==> config.mk <==
export PLATFORM = sky130hd
export DESIGN_NAME = div_ctrl_flat
export DESIGN_NICKNAME = d
export VERILOG_FILES = /design/src/rtl/div_ctrl_if.sv /design/src/rtl/div_ctrl.sv /design/src/flat_wrapper.sv
export SDC_FILE = /design/constraint.sdc
export NUM_CORES = 1
export LEC_CHECK = 0
export BUFFER_PORTS_ARGS = -buffer_cell sky130_fd_sc_hd__buf_2
export CORE_ASPECT_RATIO = 1.4
export CORE_MARGIN = 2
export CORE_UTILIZATION = 45
export CTS_CLUSTER_DIAMETER = 40
export DETAILED_ROUTE_END_ITERATION = 10
export PLACE_DENSITY = 0.8
export RECOVER_POWER = 25
export SETUP_SLACK_MARGIN = 0.5
export SLEW_MARGIN = 10
export SYNTH_ARGS = -nofsm -noshare
export SYNTH_HDL_FRONTEND = slang
export SYNTH_SLANG_ARGS = --single-unit
==> constraint.sdc <==
create_clock -name clk -period 1.92 [get_ports clk]
set_input_delay 0.288 -clock clk [delete_from_list [all_inputs] [get_ports clk]]
set_output_delay 0.288 -clock clk [all_outputs]
set_load 0.01 [all_outputs]
==> src/rtl/div_ctrl_if.sv <==
// Controller <-> iterative divider bundle.
interface div_ctrl_if;
  logic        div_start_o;
  logic        div_annul_o;
  logic        div_signed_o;
  logic [31:0] div_opdata1_o;
  logic [31:0] div_opdata2_o;
  logic [63:0] div_result_i;
  logic        div_ready_i;

  modport master (
    output div_start_o,
    output div_annul_o,
    output div_signed_o,
    output div_opdata1_o,
    output div_opdata2_o,
    input  div_result_i,
    input  div_ready_i
  );

  modport slave (
    input  div_start_o,
    input  div_annul_o,
    input  div_signed_o,
    input  div_opdata1_o,
    input  div_opdata2_o,
    output div_result_i,
    output div_ready_i
  );
endinterface

==> src/rtl/div_ctrl.sv <==
// EX-stage divide sequencer: issues DIV/DIVU to the divider, stalls, writes HI/LO.
// Optional DIV_ZERO_TRAP_EN traps zero divisors instead of issuing them.
module div_ctrl (
  input  logic        clk,
  input  logic        rst,
  input  logic        div_req_i,
  input  logic        div_signed_i,
  input  logic [31:0] opdata1_i,
  input  logic [31:0] opdata2_i,
  input  logic        flush_i,
  div_ctrl_if.master  dbus,
  output logic        stallreq_o,
  output logic [31:0] hi_o,
  output logic [31:0] lo_o,
  output logic        hilo_we_o,
  output logic        div_zero_exc_o
);

  typedef enum logic [1:0] {
    IDLE,
    BUSY,
    DONE
  } state_t;

  state_t state_q;
  state_t state_d;

  logic go;
  logic zero_hit;
  logic stall;
  logic start;
  logic annul;
  logic we;

  logic [31:0] op1_q;
  logic [31:0] op2_q;
  logic        sgn_q;

`ifdef DIV_ZERO_TRAP_EN
  assign zero_hit = (opdata2_i == 32'd0);
`else
  assign zero_hit = 1'b0;
`endif

  assign go = (state_q == IDLE) && div_req_i && !flush_i;

  always_comb begin
    state_d = state_q;
    stall   = 1'b0;
    start   = 1'b0;
    annul   = 1'b0;
    we      = 1'b0;
    unique case (1'b1)
      state_q == IDLE: begin
        if (go && !zero_hit) begin
          state_d = BUSY;
          stall   = 1'b1;
        end
      end
      state_q == BUSY: begin
        start = 1'b1;
        if (flush_i) begin
          annul   = 1'b1;
          state_d = IDLE;
        end else begin
          stall = 1'b1;
          if (dbus.div_ready_i) state_d = DONE;
        end
      end
      state_q == DONE: begin
        we      = 1'b1;
        state_d = IDLE;
      end
      default: state_d = IDLE;
    endcase
  end

  always_ff @(posedge clk or negedge rst) begin
    if (!rst) begin
      state_q <= IDLE;
      op1_q   <= '0;
      op2_q   <= '0;
      sgn_q   <= 1'b0;
      hi_o    <= '0;
      lo_o    <= '0;
    end else begin
      state_q <= state_d;
      if (go && !zero_hit) begin
        op1_q <= opdata1_i;
        op2_q <= opdata2_i;
        sgn_q <= div_signed_i;
      end
      if (state_q == BUSY && !flush_i && dbus.div_ready_i) begin
        hi_o <= dbus.div_result_i[63:32];
        lo_o <= dbus.div_result_i[31:0];
      end
    end
  end

`ifdef DIV_ZERO_TRAP_EN
  logic exc_q;

  always_ff @(posedge clk or negedge rst) begin
    if (!rst) exc_q <= 1'b0;
    else      exc_q <= go && zero_hit;
  end

  assign div_zero_exc_o = exc_q;
`else
  assign div_zero_exc_o = 1'b0;
`endif

  // IDLE stall is combinational on the request; hold it low while in reset
  assign stallreq_o         = stall & rst;
  assign hilo_we_o          = we;
  assign dbus.div_start_o   = start;
  assign dbus.div_annul_o   = annul;
  assign dbus.div_signed_o  = sgn_q;
  assign dbus.div_opdata1_o = op1_q;
  assign dbus.div_opdata2_o = op2_q;

endmodule

==> src/flat_wrapper.sv <==
// flat-port wrapper written by rule: the top's interface ports become plain ports
module div_ctrl_flat 
  (clk, rst, div_req_i, div_signed_i, opdata1_i, opdata2_i, flush_i, stallreq_o, hi_o, lo_o, hilo_we_o, div_zero_exc_o, dbus_div_start_o, dbus_div_annul_o, dbus_div_signed_o, dbus_div_opdata1_o, dbus_div_opdata2_o, dbus_div_result_i, dbus_div_ready_i);
  div_ctrl_if dbus_i ();
  input  logic clk;
  input  logic rst;
  input  logic div_req_i;
  input  logic div_signed_i;
  input  logic [31:0] opdata1_i;
  input  logic [31:0] opdata2_i;
  input  logic flush_i;
  output logic stallreq_o;
  output logic [31:0] hi_o;
  output logic [31:0] lo_o;
  output logic hilo_we_o;
  output logic div_zero_exc_o;
  output wire logic [$bits(dbus_i.div_start_o)-1:0] dbus_div_start_o;
  output wire logic [$bits(dbus_i.div_annul_o)-1:0] dbus_div_annul_o;
  output wire logic [$bits(dbus_i.div_signed_o)-1:0] dbus_div_signed_o;
  output wire logic [$bits(dbus_i.div_opdata1_o)-1:0] dbus_div_opdata1_o;
  output wire logic [$bits(dbus_i.div_opdata2_o)-1:0] dbus_div_opdata2_o;
  input wire logic [$bits(dbus_i.div_result_i)-1:0] dbus_div_result_i;
  input wire logic [$bits(dbus_i.div_ready_i)-1:0] dbus_div_ready_i;
  assign dbus_div_start_o = dbus_i.div_start_o;
  assign dbus_div_annul_o = dbus_i.div_annul_o;
  assign dbus_div_signed_o = dbus_i.div_signed_o;
  assign dbus_div_opdata1_o = dbus_i.div_opdata1_o;
  assign dbus_div_opdata2_o = dbus_i.div_opdata2_o;
  assign dbus_i.div_result_i = dbus_div_result_i;
  assign dbus_i.div_ready_i = dbus_div_ready_i;
  div_ctrl u_core (.clk(clk), .rst(rst), .div_req_i(div_req_i), .div_signed_i(div_signed_i), .opdata1_i(opdata1_i), .opdata2_i(opdata2_i), .flush_i(flush_i), .dbus(dbus_i), .stallreq_o(stallreq_o), .hi_o(hi_o), .lo_o(lo_o), .hilo_we_o(hilo_we_o), .div_zero_exc_o(div_zero_exc_o));
endmodule
==> flow_summary.json <==
{
  "status": "complete, no violations",
  "final_nets": 714,
  "final_common_cell": "buf_2",
  "regArea_um2": 3280,
  "grt_max_degree": 132,
  "place.gp.congestion": 0.777,
  "numCtsBuffers": 17,
  "core-area_um2": 11200,
  "antenna_cells": 0,
  "area_delta_synth_final_pct": 50.9,
  "clk_path_buf_depth": 2,
  "drc": 0,
  "ff2ff_setup_slack_ns": 0.26,
  "dr_total_vias": 3598,
  "drive_above_1_share_pct": 76.9,
  "grt_remaining_overflow": 0,
  "rr_startpoint": "u_core.state_q[1]",
  "slew_headroom_pct": 54.4,
  "first_iter_violations": 93,
  "cts.sinks": 131,
  "rsz0062_at_grt": "yes",
  "fmax_mhz": 601,
  "setup_tns_ns": 0,
  "use_met1_pct": 22.1,
  "path_class": "reg2reg",
  "hold_viol_final": 0,
  "grt.busiest_layer": "met2",
  "netlist_area_um2": 5130,
  "cap_violations": 0,
  "die_y_um": 130,
  "hp-class": "in2async",
  "clk_latency_ns": 0.41,
  "end_kind": "flip-flop",
  "grt_pass1_wl_mm": 19.3,
  "use_met3_pct": 7.00,
  "synthCells": 284,
  "port_buffers": 266,
  "initial_core_util_pct": 45.8,
  "irDropWorstVdd_uv": 641,
  "avgViaCountPerCell": 4.89,
  "leakagePower_uw": 0.00391,
  "cp_max_fo": 16,
  "path_delay_family": "flip-flops",
  "multi_input_area_um2": 1840,
  "p_total_uw": 9700,
  "dp_cells": 688,
  "setup_viol": 0,
  "final_cell_mix": "buf_2, dfrtp_1, mux2_4, mux2_2, clkbuf_16",
  "crit_arrival_ns": 1.95,
  "ys_ff_latch": 131,
  "grt_pass1_vias": 3845,
  "path_clk_slew_ns": 0.06,
  "startpoint_type": "flip-flop",
  "power.density_nw_per_um2": 1250,
  "post_drt_wl_per_cell_um": 19.0,
  "endpoint": "u_core.dbus.div_opdata2_o[2]",
  "period_needed_ns": 1.66,
  "final.fill_count": 805,
  "antenna_found_initial": 1,
  "tightest_slew_ns": 0.685,
  "die_area_um2": 12300,
  "whs_ns": 0.0812,
  "hpwl_mm": 8.91,
  "avgSynthCellArea_um2": 18.1,
  "crit_slowest_cell": "dfrtp_2",
  "finalMaxSlewViolations": 0,
  "finClkSkew_ns": 0.0119,
  "yosysSeqAreaShare_pct": 63.8,
  "yosysWarnings": 0,
  "cts_max_level": 4,
  "max_stage_delay_ns": 0.47,
  "critPathRequiredTime_ns": 2.21,
  "regToRegEndpoint": "u_core.dbus.div_opdata2_o[2]",
  "synthesis.nets": 418,
  "grt.total_usage_pct": 20.9,
  "clock-root-buffer": "clkbuf_16",
  "io_pins": 268,
  "wirelength_mm": 14.0,
  "dr.pass1.iters": 4,
  "die_x_um": 94.3,
  "worstSetupStartpoint": "u_core.state_q[1]",
  "gr-usage-met2_pct": 37.9,
  "instances_no_fill": 736,
  "cp_num_cells": 4,
  "period_share_pct": 86.6,
  "reg2reg_depth": 4,
  "synth.distinct_cells": 14,
  "num_rows": 46,
  "crit_buf_inv": 2,
  "antenna_left": 0,
  "cts_tree": "yes",
  "crit_chain": "nor4b_4, buf_6, clkbuf_16, mux2_2"
}
==> metrics by stage <==
step	cell area (um2)	setup slack, ns	util, %
4_1_cts	7450	0.296	66.4
3_5_place_dp	6630	0.276	59.1
6_report	7750	0.257	69.0
5_1_grt	7750	0.219	69.0
3_3_place_gp	6630	0.320	59.1
2_1_floorplan	5150	0.437	-
==> state kept, by name (all words and copies together) (netlist names) <==
signal	cells
u_core.hi_o	32
u_core.dbus.div_opdata1_o	32
u_core.lo_o	32
u_core.state_q	2
u_core.dbus.div_opdata2_o	32
u_core.dbus.div_signed_o	1
==> routing by layer <==
layer	wire, um	vias to the layer above	share of wire [%]
met3	996	23	7.1
met4	366	0	2.6
li1	-	1607	-
met1	5070	1801	36
met5	0	-	0
met2	7570	167	54
==> cells in the mapped netlist <==
library cell	instances	share of area, %
a2111oi_0	1	0.17
and2_1	1	0.12
and4bb_1	1	0.24
buf_2	2	0.19
buf_4	2	0.29
buf_6	11	2.4
conb_1	1	0.073
dfrtp_1	131	64
mux2_2	80	18
mux2_4	49	14
nor2_1	1	0.073
nor2b_1	2	0.24
nor4b_1	1	0.17
nor4b_2	1	0.29
==> report_power, final <==
part           switching [uW]  internal (uW)  total, uW
clock                    1190           2210       3400
sequential                401           3450       3850
combinational            1030           1410       2440
total                    2630           7070       9700
==> worst min path at each step <==
stage	from	endpoint	slack (ns)	cells past startpoint
final	rst	u_core.hi_o[4]	0.08	2
after floorplan	rst	u_core.dbus.div_opdata1_o[0]	-0.008	0
after global routing	dbus_div_result_i[6]	u_core.lo_o[6]	0.09	2
after global placement	rst	u_core.hi_o[8]	0.47	2
after detailed placement	rst	u_core.hi_o[4]	0.49	2
after CTS	rst	u_core.hi_o[9]	0.05	2
==> kinds of logic (layout without fill, tap and decap cells) <==
logic type	after synthesis	in the layout	synth area share, %
other cells	1	1	0.0730
mux	129	129	31.9
compound gates	1	1	0.171
buf+inv	15	323	2.90
flops	131	131	63.8
simple gates	7	7	1.15
==> worst register-to-register path, delay by kind of cell (launching register included) <==
family,cells,cell delay [ns]
buffers and inverters,2,0.43
DFF,1,0.47
and+or+nand+nor,1,0.30
muxes,1,0.35
==> area by class of cell <==
type	count	share of cell area (%)
Clock buffer	20	5.77
Clock inverter	11	2.29
Multi-Input combinational cell	138	23.8
Sequential cell	131	42.4
Tap cell	144	2.33
Timing Repair Buffer	292	23.5
==> timing repair <==
| action | in CTS | in global routing |
|---|---|---|
| setup endpoints to repair | 129 | 133 |
| resized for setup | 18 | 37 |
| setup buffers | 4 | 4 |
| hold endpoints to repair | 0 | 0 |
| hold buffers | 0 | 0 |
| gates cloned | 4 | 5 |
| pin swaps | 2 | 1 |
Note: power is estimated with default switching activity, not from simulation.
